--- src/rtl/uart_pkg.sv ---
// Shared UART definitions: receiver state encoding, default oversampling ratio
// and the elaboration-time baud accumulator increment.
package uart_pkg;

    localparam int DEFAULT_OVERSAMPLE = 16;

    typedef enum logic [2:0] {
        IDLE      = 3'd0,
        START     = 3'd1,
        DATA      = 3'd2,
        STOP      = 3'd3,
        WAIT_HIGH = 3'd4
    } rx_state_t;

    // round(baud * oversample * 2^acc_width / clk_freq), kept in 64 bits to avoid overflow
    function automatic longint calc_baud_inc(input longint clk_freq, input longint baud,
                                             input longint oversample, input int acc_width);
        return (baud * oversample * (longint'(1) << acc_width) + clk_freq / 2) / clk_freq;
    endfunction

endpackage

--- src/rtl/uart_async_rx_if.sv ---
// Receiver-side bundle: serial input plus the received-byte outputs.
interface uart_async_rx_if;
    logic       RxD;
    logic       RxD_data_ready;
    logic       RxD_waiting_data;
    logic [7:0] RxD_data;

    modport master (input RxD, output RxD_data_ready, RxD_waiting_data, RxD_data);
    modport slave  (output RxD, input RxD_data_ready, RxD_waiting_data, RxD_data);
endinterface

--- src/rtl/uart_baud_tick_gen.sv ---
// Fractional baud tick generator: free-running phase accumulator whose carry-out
// is the oversample tick. Usable by both receiver and transmitter.
module uart_baud_tick_gen
    import uart_pkg::*;
#(
    parameter int CLK_FREQ   = 50000000,
    parameter int BAUD       = 115200,
    parameter int OVERSAMPLE = DEFAULT_OVERSAMPLE,
    parameter int ACC_WIDTH  = 16
) (
    input  logic clk,
    input  logic rst,
    output logic tick
);
    // One bit wider than the accumulator so an increment of exactly 2^ACC_WIDTH is representable
    localparam logic [ACC_WIDTH:0] INC =
        (ACC_WIDTH + 1)'(calc_baud_inc(CLK_FREQ, BAUD, OVERSAMPLE, ACC_WIDTH));

    logic [ACC_WIDTH-1:0] acc_q, acc_d;
    logic [ACC_WIDTH:0]   sum;

    always_comb begin
        sum   = {1'b0, acc_q} + INC;
        acc_d = sum[ACC_WIDTH-1:0];
    end

    assign tick = sum[ACC_WIDTH];

    always_ff @(posedge clk) begin
        if (rst) acc_q <= '0;
        else     acc_q <= acc_d;
    end
endmodule

--- src/rtl/uart_async_rx.sv ---
// 8N1 UART receiver with 16x-style oversampling. Optional 2-of-3 majority voting
// per data/stop bit is enabled by defining UART_RX_MAJORITY_VOTE_EN.
module uart_async_rx
    import uart_pkg::*;
#(
    parameter int CLK_FREQ   = 50000000,
    parameter int BAUD       = 115200,
    parameter int OVERSAMPLE = DEFAULT_OVERSAMPLE,
    parameter int ACC_WIDTH  = 16
) (
    input  logic          clk,
    input  logic          rst,
    uart_async_rx_if.master rx
);
    localparam int CW   = $clog2(OVERSAMPLE);
    localparam int HALF = OVERSAMPLE / 2;
`ifdef UART_RX_MAJORITY_VOTE_EN
    localparam logic [CW-1:0] DECIDE_CNT = CW'(HALF + 1);
`else
    localparam logic [CW-1:0] DECIDE_CNT = CW'(HALF - 1);
`endif

    logic       tick;
    logic [1:0] sync_q;
    logic       rxd_s;
    logic       bit_val;
    rx_state_t  state_q, state_d;
    logic [CW-1:0] cnt_q, cnt_d;
    logic [2:0] bidx_q, bidx_d;
    logic [7:0] shift_q, shift_d;
    logic [7:0] data_q, data_d;
    logic       ready_q, ready_d;
    logic       waiting_q, waiting_d;

    uart_baud_tick_gen #(
        .CLK_FREQ  (CLK_FREQ),
        .BAUD      (BAUD),
        .OVERSAMPLE(OVERSAMPLE),
        .ACC_WIDTH (ACC_WIDTH)
    ) u_tick (
        .clk (clk),
        .rst (rst),
        .tick(tick)
    );

    assign rxd_s = sync_q[1];

`ifdef UART_RX_MAJORITY_VOTE_EN
    logic [1:0] vote_q, vote_d;
    assign bit_val = (vote_q[0] & vote_q[1]) | (vote_q[0] & rxd_s) | (vote_q[1] & rxd_s);

    always_comb begin
        vote_d = vote_q;
        if (tick && (state_q == DATA || state_q == STOP)) begin
            if (cnt_q == CW'(HALF - 1)) vote_d[0] = rxd_s;
            if (cnt_q == CW'(HALF))     vote_d[1] = rxd_s;
        end
    end

    always_ff @(posedge clk) begin
        if (rst) vote_q <= 2'b11;
        else     vote_q <= vote_d;
    end
`else
    assign bit_val = rxd_s;
`endif

    // cnt is re-phased at mid start bit so that in DATA/STOP it counts position within
    // the bit: wrap at OVERSAMPLE-1 is the bit boundary, HALF-1 is mid-bit
    always_comb begin
        state_d = state_q;
        cnt_d   = cnt_q;
        bidx_d  = bidx_q;
        shift_d = shift_q;
        data_d  = data_q;
        ready_d = 1'b0;
        if (tick) begin
            case (state_q)
                IDLE: begin
                    cnt_d = '0;
                    if (!rxd_s) state_d = START;
                end
                START: begin
                    if (cnt_q == CW'(HALF - 1)) begin
                        if (!rxd_s) begin
                            state_d = DATA;
                            cnt_d   = CW'(HALF);
                            bidx_d  = 3'd0;
                        end else begin
                            state_d = IDLE;
                        end
                    end else begin
                        cnt_d = cnt_q + 1'b1;
                    end
                end
                DATA: begin
                    cnt_d = cnt_q + 1'b1;
                    if (cnt_q == DECIDE_CNT) begin
                        shift_d = {bit_val, shift_q[7:1]};
                        if (bidx_q == 3'd7) state_d = STOP;
                        else                bidx_d  = bidx_q + 3'd1;
                    end
                end
                STOP: begin
                    cnt_d = cnt_q + 1'b1;
                    if (cnt_q == DECIDE_CNT) begin
                        if (bit_val) begin
                            data_d  = shift_q;
                            ready_d = 1'b1;
                            state_d = IDLE;
                        end else begin
                            state_d = WAIT_HIGH;
                        end
                    end
                end
                WAIT_HIGH: if (rxd_s) state_d = IDLE;
                default:   state_d = IDLE;
            endcase
        end
        waiting_d = (state_d == IDLE);
    end

    always_ff @(posedge clk) begin
        if (rst) begin
            sync_q    <= 2'b11;
            state_q   <= IDLE;
            cnt_q     <= '0;
            bidx_q    <= 3'd0;
            shift_q   <= 8'h00;
            data_q    <= 8'h00;
            ready_q   <= 1'b0;
            waiting_q <= 1'b1;
        end else begin
            sync_q    <= {sync_q[0], rx.RxD};
            state_q   <= state_d;
            cnt_q     <= cnt_d;
            bidx_q    <= bidx_d;
            shift_q   <= shift_d;
            data_q    <= data_d;
            ready_q   <= ready_d;
            waiting_q <= waiting_d;
        end
    end

    assign rx.RxD_data         = data_q;
    assign rx.RxD_data_ready   = ready_q;
    assign rx.RxD_waiting_data = waiting_q;
endmodule

--- src/flat_wrapper.sv ---
// flat-port wrapper written by rule: the top's interface ports become plain ports
module uart_async_rx_flat import uart_pkg::*;
#(
    parameter int CLK_FREQ   = 50000000,
    parameter int BAUD       = 115200,
    parameter int OVERSAMPLE = DEFAULT_OVERSAMPLE,
    parameter int ACC_WIDTH  = 16
)
  (clk, rst, rx_RxD, rx_RxD_data_ready, rx_RxD_waiting_data, rx_RxD_data);
  uart_async_rx_if rx_i ();
  input  logic clk;
  input  logic rst;
  input wire logic [$bits(rx_i.RxD)-1:0] rx_RxD;
  output wire logic [$bits(rx_i.RxD_data_ready)-1:0] rx_RxD_data_ready;
  output wire logic [$bits(rx_i.RxD_waiting_data)-1:0] rx_RxD_waiting_data;
  output wire logic [$bits(rx_i.RxD_data)-1:0] rx_RxD_data;
  assign rx_i.RxD = rx_RxD;
  assign rx_RxD_data_ready = rx_i.RxD_data_ready;
  assign rx_RxD_waiting_data = rx_i.RxD_waiting_data;
  assign rx_RxD_data = rx_i.RxD_data;
  uart_async_rx #(.CLK_FREQ(CLK_FREQ), .BAUD(BAUD), .OVERSAMPLE(OVERSAMPLE), .ACC_WIDTH(ACC_WIDTH)) u_core (.clk(clk), .rst(rst), .rx(rx_i));
endmodule
--- config.mk ---
export PLATFORM = sky130hd
export DESIGN_NAME = uart_async_rx_flat
export DESIGN_NICKNAME = d
export VERILOG_FILES = /design/src/rtl/uart_pkg.sv /design/src/rtl/uart_async_rx_if.sv /design/src/rtl/uart_baud_tick_gen.sv /design/src/rtl/uart_async_rx.sv /design/src/flat_wrapper.sv
export SDC_FILE = /design/constraint.sdc
export NUM_CORES = 1
export LEC_CHECK = 0
export CAP_MARGIN = 25
export CORE_MARGIN = 3
export CORE_UTILIZATION = 35
export CTS_CLUSTER_SIZE = 12
export DETAILED_ROUTE_END_ITERATION = 6
export HOLD_SLACK_MARGIN = 0.02
export PLACE_DENSITY = 0.64
export SYNTH_ARGS = -nofsm -noshare
export SYNTH_HDL_FRONTEND = slang
export SYNTH_SLANG_ARGS = --single-unit
--- constraint.sdc ---
create_clock -name clk -period 2.2 [get_ports clk]
set_input_delay 0.44 -clock clk [delete_from_list [all_inputs] [get_ports clk]]
set_output_delay 0.44 -clock clk [all_outputs]
set_load 0.02 [all_outputs]
==> flow_metrics.env, run 1 <==
export IMPL_first_pass_iters=4
export IMPL_synth_top_area_share_pct=46.4
export IMPL_post_dp_cell_area_sq_um=2010
export IMPL_avgSynthCellArea_sq_um=9.54
export IMPL_r2r_start="u_core.u_tick.acc_q[4]$_SDFF_PP0_"
export IMPL_slowest_delay_ns=0.46
export IMPL_antenna_left=0
export IMPL_status="complete, no violations"
export IMPL_grt_setup_unrepaired="no"
export IMPL_dr_first_iter_drc_count=67
export IMPL_drv_slew=0
export IMPL_synth_seq_cells=42
export IMPL_min_delay_start="u_core.sync_q[0]$_SDFF_PP1_"
export IMPL_tns_ns=0
export IMPL_startpoint_type="register"
export IMPL_cp_max_fo=5
export IMPL_powerDensity_nw_per_um2=708
export IMPL_min_path_type="reg2reg"
export IMPL_clock_latency_ns=0.29
export IMPL_row_count=25
export IMPL_p_leak_uw=0.000917
export IMPL_required_ns=2.35
export IMPL_wl_per_cell_um=11.9
export IMPL_ctsRootBufferMaster="clkbuf_8"
export IMPL_critPathSlowestCell="a211oi_1"
export IMPL_min_period_ns=1.97
export IMPL_finalPower_uw=1490
export IMPL_drv_cap=0
export IMPL_path_clk_slew_ns=0.08
export IMPL_ys_types=47
export IMPL_drc=0
export IMPL_tightest_slew_ns=0.491
export IMPL_synth_enable_flop_cells=0
export IMPL_finalClockSkew_ns=0.00656
export IMPL_dieHeight_um=77.9
export IMPL_vias_per_cell=5.04
export IMPL_grt_usage_pct=11.7
export IMPL_dp_hpwl_um=2320
export IMPL_hold_violations=0
export IMPL_ys_top_cells_by_area="dfxtp_1, mux2i_1, nor2_1, xor2_1, ha_1"
export IMPL_worstPathArrival_ns=2.13
export IMPL_htreeDepth=2
export IMPL_initial_core_util_pct=37.4
export IMPL_synth_nets=197
export IMPL_dp_cells=267
export IMPL_fp_dieW_um=77.9
export IMPL_post_synth_top_area_cell="dfxtp_1"
export IMPL_finalSetupViolCount=0
export IMPL_area_growth_pct=16.4
export IMPL_vias=1385
export IMPL_io_pins=13
export IMPL_timing_slew_headroom_pct=67.0
export IMPL_numCtsBuffers=5
export IMPL_crit_top_cell="a211oi_1"
export IMPL_place_congestion=0.811
export IMPL_design_area_sq_um=2110
export IMPL_synthesis_instances=190
export IMPL_clock_sinks=42
export IMPL_path_cells="inv_1, ha_1, nand2b_4, a211oi_1, nor2_1, o311ai_0, a211oi_1"
export IMPL_fmax_mhz=507
export IMPL_grt_pass1_wl_um=5780
export IMPL_ys_flop_type="dfxtp_1"
export IMPL_layout_drive_gt1_share_pct=11.1
export IMPL_fin_crit_sh_pct=89.7
export IMPL_ir_drop_uv=322
export IMPL_grt_overflow_total=0
export IMPL_worstSetupEndpointType="register"
export IMPL_core_area_sq_um=4850
export IMPL_worstSetupPathType="reg2reg"
export IMPL_seq_area_frac_synth_pct=46.4
export IMPL_grt_max_degree=21
export IMPL_synth_area_sq_um=1810
export IMPL_antenna_found_initial=0
export IMPL_critPathLaunch="u_core.u_tick.acc_q[4]$_SDFF_PP0_"
export IMPL_final_cell_count_no_fill=275
export IMPL_cts_tree="yes"
export IMPL_dieArea_sq_um=6080
export IMPL_finalWirelength_um=3260
export IMPL_port_buffers=12
export IMPL_n_antenna_cell=0
export IMPL_cts_buffer_depth=2
export IMPL_grt_pass1_vias=1280
export IMPL_finalNetCount=214
export IMPL_ys_async_sr_fraction_pct=0
export IMPL_yosys_warnings=0
==> area by class of cell <==
type                       count  area [sq um]
fill                         500          2740
multi-input combinational    135           913
sequential                    42           841
timing repair buffer          17           158
clock buffer                   7          86.3
tap                           67          83.8
inverter                       6          22.5
clock inverter                 1          5.00
==> power by group <==
group	switching, uW	internal (uW)	total [uW]
logic	80.6	65.3	146
registers	42.5	795	837
clock network	257	253	510
==> cell usage in the layout (no fill, tap or decap), types with 2 or more instances in the layout <==
master / count
a211oi_1: 2
a21o_1: 2
a21oi_1: 9
a31oi_1: 3
and3_1: 2
buf_4: 5
clkbuf_8: 6
clkdlybuf4s50_1: 12
dfxtp_1: 42
ha_1: 4
inv_1: 6
mux2i_1: 17
nand2_1: 2
nand2b_1: 2
nand3_1: 6
nand4_1: 3
nor2_1: 33
nor2b_1: 2
nor3_1: 3
nor3b_1: 2
nor4_1: 3
o21ai_0: 8
or2_2: 2
or3_1: 2
or4_1: 2
xor2_1: 6
==> stage by stage <==
step / hold WS, ns / worst slack [ns] / util (%)
2_1_floorplan: 0.389 / 0.427 / -
3_3_place_gp: 0.395 / 0.175 / 41.5
3_5_place_dp: 0.400 / 0.138 / 41.5
4_1_cts: 0.419 / 0.112 / 43.4
5_1_grt: 0.464 / 0.0464 / 43.5
6_report: 0.417 / 0.227 / 43.5
==> synthesized netlist by cell type (3+ instances only) <==
| master | count |
|---|---|
| dfxtp_1 | 42 |
| nor2_1 | 33 |
| mux2i_1 | 17 |
| a21oi_1 | 9 |
| o21ai_0 | 8 |
| inv_1 | 6 |
| nand3_1 | 6 |
| xor2_1 | 6 |
| ha_1 | 4 |
| a31oi_1 | 3 |
| nand4_1 | 3 |
| nor3_1 | 3 |
| nor4_1 | 3 |
| or4_1 | 3 |
==> flip-flops by register name (all words and copies together), names as in the netlist <==
name	cells
u_core.shift_q	8
u_core.sync_q	2
u_core.rx.RxD_data	8
u_core.cnt_q	4
u_core.rx.RxD_waiting_data	1
u_core.rx.RxD_data_ready	1
u_core.bidx_q	3
u_core.state_q	3
u_core.u_tick.acc_q	12
==> final timing paths <==
path,depth (start not counted),slack (ns),endpoint
min,1,0.42,u_core.sync_q[1]$_SDFF_PP1_
max reg2reg,7,0.23,u_core.rx.RxD_waiting_data$_SDFF_PP1_
max,7,0.23,u_core.rx.RxD_waiting_data$_SDFF_PP1_
min reg2reg,1,0.42,u_core.sync_q[1]$_SDFF_PP1_
==> what timing repair did <==
action,4_1_cts,5_1_grt
setup endpoints to repair,0,3
setup buffers,0,0
hold buffers,0,0
resized for setup,0,1
endpoints found under the hold margin,0,0
==> kinds of logic after synthesis <==
family / Yosys count / synth area share, %
AOI/OAI and AO/OA: 34 / 12.1
buffers and inverters: 13 / 3.38
DFF: 42 / 46.4
adders and majority gates: 4 / 2.76
and+or+nand+nor: 73 / 22.4
muxes: 18 / 10.0
xor gates and xnor gates: 6 / 2.90
==> per-layer routing <==
metal | up-vias | global-route usage, % | part of all wire, %
met4 | 0 | 5.77 | 2.2
met5 | - | 0 | 0
met3 | 6 | 3.25 | 2.7
li1 | 713 | - | -
met2 | 13 | 18.1 | 47
met1 | 653 | 14.9 | 48
==> critical path, delay by kind of cell (launching register included) <==
kind / cells / cell delay [ns]
buffers and inverters: 1 / 0.06
adder cells (fa/ha/maj): 1 / 0.20
AND/OR/NAND/NOR: 2 / 0.22
AO/OA/AOI/OAI: 3 / 1.01
flip-flops: 1 / 0.34
Power figures use the tool's default switching activity.
==> run 2: changes to the inputs <==
- SETUP_SLACK_MARGIN: not set -> 0.15
- SLEW_MARGIN: not set -> 20
==> flow_metrics.env, run 2 (synthesis results as in run 1) <==
export IMPL_status="complete, no violations"
export IMPL_n_antenna_cell=0
export IMPL_path_clk_slew_ns=0.08
export IMPL_grt_max_degree=21
export IMPL_dieArea_sq_um=6080
export IMPL_place_congestion=0.811
export IMPL_required_ns=2.43
export IMPL_worstSetupEndpointType="register"
export IMPL_p_leak_uw=0.000919
export IMPL_cts_setup_buffers=0
export IMPL_vias_per_cell=5.08
export IMPL_fin_crit_sh_pct=86.2
export IMPL_top_register="u_core.u_tick.acc_q"
export IMPL_finalNetCount=214
export IMPL_powerDensity_nw_per_um2=709
export IMPL_antenna_found_initial=0
export IMPL_path_cells="inv_1, ha_1, nand2b_4, a211o_1, nand3_4, or4_1, a21oi_1"
export IMPL_dr_first_iter_drc_count=64
export IMPL_fp_dieW_um=77.9
export IMPL_worstSetupPathType="reg2reg"
export IMPL_layout_common_cells="dfxtp_1, nor2_1, mux2i_1"
export IMPL_cts_buffer_depth=2
export IMPL_cts_tree="yes"
export IMPL_clock_sinks=42
export IMPL_fmax_mhz=527
export IMPL_cp_max_fo=10
export IMPL_critPathSlowestCell="or4_1"
export IMPL_drc=0
export IMPL_initial_core_util_pct=37.4
export IMPL_worstPathArrival_ns=2.12
export IMPL_hold_violations=0
export IMPL_vias=1397
export IMPL_largest_reg_flops=12
export IMPL_numCtsBuffers=5
export IMPL_final_core_util_pct=43.6
export IMPL_min_period_ns=1.90
export IMPL_io_pins=13
export IMPL_finalSetupViolCount=0
export IMPL_row_count=25
export IMPL_grt_pass1_wl_um=5780
export IMPL_final_common_cell="dfxtp_1"
export IMPL_ir_drop_uv=324
export IMPL_grt_overflow_total=0
export IMPL_timing_slew_headroom_pct=74.5
export IMPL_cts_hold_buffers=0
export IMPL_startpoint_type="register"
export IMPL_grt_setup_unrepaired="no"
export IMPL_dieHeight_um=77.9
export IMPL_tightest_slew_ns=0.381
export IMPL_slowest_delay_ns=0.54
export IMPL_wl_per_cell_um=12.0
export IMPL_drv_cap=0
export IMPL_first_pass_iters=4
export IMPL_finalWirelength_um=3300
export IMPL_grt_pass1_vias=1280
export IMPL_tns_ns=0
export IMPL_antenna_left=0
export IMPL_dp_hpwl_um=2320
export IMPL_area_growth_pct=16.7
export IMPL_finalClockSkew_ns=0.00765
export IMPL_grt_usage_pct=11.7
export IMPL_port_buffers=12
export IMPL_clock_latency_ns=0.30
export IMPL_ctsRootBufferMaster="clkbuf_8"
export IMPL_min_path_type="reg2reg"
export IMPL_htreeDepth=2
export IMPL_drv_slew=0
export IMPL_layout_drive_gt1_share_pct=11.5
export IMPL_core_area_sq_um=4850
run 2: cell count changes in the layout (fill, tap and decap cells not counted):
cell / before / now
o311ai_1: 0 / 1
a211oi_2: 0 / 1
o311ai_0: 1 / 0
a211oi_1: 2 / 1
run 2: final cells by class:
type                       count  area (sq um)
multi-input combinational    135           918
fill                         500          2730
inverter                       6          22.5
timing repair buffer          17           158
clock inverter                 1          5.00
sequential                    42           841
clock buffer                   7          86.3
tap                           67          83.8
run 2: power breakdown:
group          internal (uW)  switching [uW]  total, uW
combinational           67.1            81.7        149
clock                    253             257        511
sequential               795            44.1        839
run 2: routing by layer:
layer | up-vias | GRT usage, % | wire, um
met3 | 8 | 3.25 | 99
met4 | 0 | 5.77 | 85
met5 | - | 0 | 0
met1 | 656 | 14.9 | 1600
met2 | 20 | 18.1 | 1520
li1 | 713 | - | -
run 2: worst paths after layout:
path                                     startpoint                      endpoint  cells past startpoint  slack, ns
setup / recovery  u_core.u_tick.acc_q[4]$_SDFF_PP0_  u_core.cnt_q[2]$_SDFFE_PP0P_                      7       0.30
hold / removal          u_core.sync_q[0]$_SDFF_PP1_   u_core.sync_q[1]$_SDFF_PP1_                      1       0.42
setup reg to reg  u_core.u_tick.acc_q[4]$_SDFF_PP0_  u_core.cnt_q[2]$_SDFFE_PP0P_                      7       0.30
hold reg to reg         u_core.sync_q[0]$_SDFF_PP1_   u_core.sync_q[1]$_SDFF_PP1_                      1       0.42
run 2: metrics by stage:
| step | power, uW | std cells | worst slack (ns) | hold WS (ns) | cell area [sq um] |
|---|---|---|---|---|---|
| finish | 1500 | 275 | 0.303 | 0.418 | 2110 |
| global route | 1580 | 275 | 0.170 | 0.464 | 2110 |
| CTS | 1510 | 275 | 0.218 | 0.419 | 2110 |
| detailed placement | 1000 | 267 | 0.138 | 0.400 | 2010 |
| global placement | 999 | 267 | 0.175 | 0.395 | 2010 |
| floorplan | 957 | 190 | 0.427 | 0.389 | 1810 |
run 2: what timing repair did:
item | CTS | global route
gates resized for setup | 1 | 2
pin swaps | 0 | 0
setup endpoints to repair | 8 | 1
endpoints found under the hold margin | 0 | 0
run 2: critical path: cells and delay by family (launching register included):
family | cells | cell delay (ns)
AND/OR/NAND/NOR | 3 | 0.79
flip-flops | 1 | 0.38
AO/OA/AOI/OAI | 2 | 0.38
adder cells (fa/ha/maj) | 1 | 0.23
buffers and inverters | 1 | 0.06
==> run 3: changes to the inputs <==
--- a/config.mk
+++ b/config.mk
@@ -7,2 +7,3 @@
 export LEC_CHECK = 0
+export ABC_AREA = 1
 export CAP_MARGIN = 25
@@ -10,3 +11,3 @@
 export CORE_UTILIZATION = 35
-export CTS_CLUSTER_SIZE = 12
+export CTS_CLUSTER_SIZE = 28
 export DETAILED_ROUTE_END_ITERATION = 6
==> constraint.sdc (replaced) <==
create_clock -name clk -period 2.2 [get_ports clk]
set_input_delay 0.33 -clock clk [delete_from_list [all_inputs] [get_ports clk]]
set_output_delay 0.33 -clock clk [all_outputs]
set_load 0.02 [all_outputs]
==> flow_metrics.env, run 3 <==
export IMPL_status="complete, no violations"
export IMPL_min_path_type="reg2reg"
export IMPL_r2r_start="u_core.u_tick.acc_q[4]$_SDFF_PP0_"
export IMPL_worstSetupPathType="reg2reg"
export IMPL_ctsRootBufferMaster="clkbuf_8"
export IMPL_path_clk_slew_ns=0.07
export IMPL_r2r_end="u_core.shift_q[3]$_SDFFE_PP0P_"
export IMPL_drv_cap=0
export IMPL_required_ns=2.38
export IMPL_yosys_warnings=0
export IMPL_swShare_pct=21.3
export IMPL_powerDensity_nw_per_um2=686
export IMPL_post_synth_top_area_cell="dfxtp_1"
export IMPL_p_leak_uw=0.000963
export IMPL_dieHeight_um=79.3
export IMPL_synth_nets=264
export IMPL_cts_hold_buffers=0
export IMPL_finalNetCount=280
export IMPL_min_period_ns=1.69
export IMPL_tns_ns=0
export IMPL_post_dp_cell_area_sq_um=2080
export IMPL_row_count=26
export IMPL_ys_types=28
export IMPL_first_pass_iters=4
export IMPL_grt_setup_unrepaired="no"
export IMPL_grt_pass1_vias=1406
export IMPL_startpoint_type="register"
export IMPL_finalWirelength_um=3300
export IMPL_min_delay_start="u_core.u_tick.acc_q[4]$_SDFF_PP0_"
export IMPL_tightest_slew_ns=0.607
export IMPL_synth_seq_cells=42
export IMPL_seq_power_share_pct=53.5
export IMPL_fin_crit_sh_pct=76.6
export IMPL_clock_sinks=42
export IMPL_avgSynthCellArea_sq_um=7.32
export IMPL_finalSetupViolCount=0
export IMPL_ys_flop_type="dfxtp_1"
export IMPL_ys_async_sr_fraction_pct=0
export IMPL_wl_per_cell_um=9.61
export IMPL_rrSetupSlack_ns=0.51
export IMPL_synth_area_sq_um=1880
export IMPL_finalClockSkew_ns=0.00433
export IMPL_synth_enable_flop_cells=0
export IMPL_io_pins=13
export IMPL_dp_hpwl_um=2410
export IMPL_antenna_left=0
export IMPL_ys_top_cells_by_area="dfxtp_1, nand2_1, nor2_1, o21ai_0, a21oi_1"
export IMPL_power_frac_clock_pct=40.5
export IMPL_synth_top_area_share_pct=44.7
export IMPL_clock_latency_ns=0.29
export IMPL_reg2reg_depth=10
export IMPL_seq_area_frac_synth_pct=44.7
export IMPL_drc=0
export IMPL_design_area_sq_um=2190
export IMPL_timing_slew_headroom_pct=59.5
export IMPL_yosys_top_cells_count="nand2_1, nor2_1, dfxtp_1, o21ai_0, inv_1"
export IMPL_p_sw_uw=320
export IMPL_area_growth_pct=16.4
export IMPL_grt_usage_pct=12.0
export IMPL_hold_end="u_core.u_tick.acc_q[4]$_SDFF_PP0_"
export IMPL_initial_core_util_pct=36.6
export IMPL_htreeDepth=2
export IMPL_vias=1530
export IMPL_grt_overflow_total=0
export IMPL_dieArea_sq_um=6290
export IMPL_grt_max_degree=25
export IMPL_synth_most_common_cell="nand2_1"
export IMPL_layout_common_cells="nand2_1, nor2_1, dfxtp_1"
export IMPL_hold_violations=0
export IMPL_fmax_mhz=593
export IMPL_final_common_cell="nand2_1"
export IMPL_place_congestion=0.773
export IMPL_core_area_sq_um=5140
export IMPL_cts_setup_buffers=0
export IMPL_cts_tree="yes"
export IMPL_worstSetupEndpointType="register"
export IMPL_worstPathArrival_ns=1.87
export IMPL_top_register="u_core.u_tick.acc_q"
export IMPL_whs_path_depth=1
export IMPL_fp_dieW_um=79.3
export IMPL_largest_reg_flops=12
export IMPL_cp_max_fo=10
export IMPL_p_int_uw=1180
export IMPL_port_buffers=12
export IMPL_p_comb_share_pct=6.0
export IMPL_cts_resized=0
export IMPL_ir_drop_uv=469
export IMPL_grt_pass1_wl_um=6000
export IMPL_dr_first_iter_drc_count=91
export IMPL_cts_buffer_depth=2
export IMPL_vias_per_cell=4.46
export IMPL_antenna_found_initial=0
export IMPL_drv_slew=0
export IMPL_synthesis_instances=257
export IMPL_layout_drive_gt1_share_pct=11.0
export IMPL_numCtsBuffers=5
export IMPL_n_antenna_cell=0
==> run 3: changes by cell type after synthesis, moves of 4 or more <==
cell,previous run,this run
a21oi_1,9,19
inv_1,6,22
nor2_1,33,50
o21ai_0,8,23
nand2_1,2,51
nand2_2,0,4
mux2i_1,17,0
xor2_1,6,1
nand3_1,6,12
==> run 3: layout make-up <==
type	instances	area (sq um)
flip-flops and latches	42	841
multi-input cells	185	923
well taps	70	87.6
repair buffers	13	128
fillers	560	2950
inverters	26	98.8
clock inverters	1	30.0
clock buffers	6	82.6
==> run 3: layer usage <==
metal  track usage [%]  wire (um)  share of wire (%)
met1              15.9       1730                 53
met3              3.40        113                3.4
met4              4.30         38                1.2
met5                 0          0                  0
met2              18.5       1410                 43
==> run 3: logic make-up after synthesis <==
kind of cell	after synthesis	synth area share, %
buf+inv	30	6.25
fa+ha+maj	4	2.66
compound gates	48	14.2
flops	42	44.7
xor+xnor	2	0.931
simple gates	131	31.3
==> run 3: through the flow <==
step	utilization, %	cells	total power (uW)	setup WS [ns]	hold slack [ns]
2_1_floorplan	-	257	891	0.719	0.389
3_3_place_gp	40.4	336	911	0.528	0.393
3_5_place_dp	40.4	336	912	0.528	0.395
4_1_cts	42.6	343	1530	0.517	0.413
5_1_grt	42.6	343	1580	0.239	0.420
6_report	42.6	343	1500	0.514	0.412
==> run 3: power by group through the flow <==
stage | logic [uW] | clock network (uW) | registers (uW)
6_report | 90.5 | 608 | 803
3_5_place_dp | 90.8 | 0 | 821
3_3_place_gp | 90.4 | 0 | 820
4_1_cts | 91.1 | 638 | 803
5_1_grt | 106 | 669 | 806
2_1_floorplan | 73.7 | 0 | 817
==> run 3: worst max path at each step <==
stage / start / end / slack (ns) / depth (start not counted)
global placement: u_core.u_tick.acc_q[4]$_SDFF_PP0_ / u_core.shift_q[0]$_SDFFE_PP0P_ / 0.53 / 10
global route: u_core.u_tick.acc_q[4]$_SDFF_PP0_ / u_core.cnt_q[1]$_SDFFE_PP0P_ / 0.24 / 9
CTS: u_core.u_tick.acc_q[4]$_SDFF_PP0_ / u_core.shift_q[3]$_SDFFE_PP0P_ / 0.52 / 10
detailed placement: u_core.u_tick.acc_q[4]$_SDFF_PP0_ / u_core.shift_q[1]$_SDFFE_PP0P_ / 0.53 / 10
floorplan: u_core.u_tick.acc_q[4]$_SDFF_PP0_ / u_core.shift_q[0]$_SDFFE_PP0P_ / 0.72 / 10
finish: u_core.u_tick.acc_q[4]$_SDFF_PP0_ / u_core.shift_q[3]$_SDFFE_PP0P_ / 0.51 / 10
==> run 3: critical path: stages (launching register included) <==
cell and delay [ns]:
dfxtp_1 0.33, inv_1 0.05, ha_1 0.19, nand2_1 0.08
nand2_1 0.10, nand2_1 0.13, nand3_4 0.15, nor2_4 0.22
inv_1 0.16, nor2_1 0.12, nor2_1 0.05
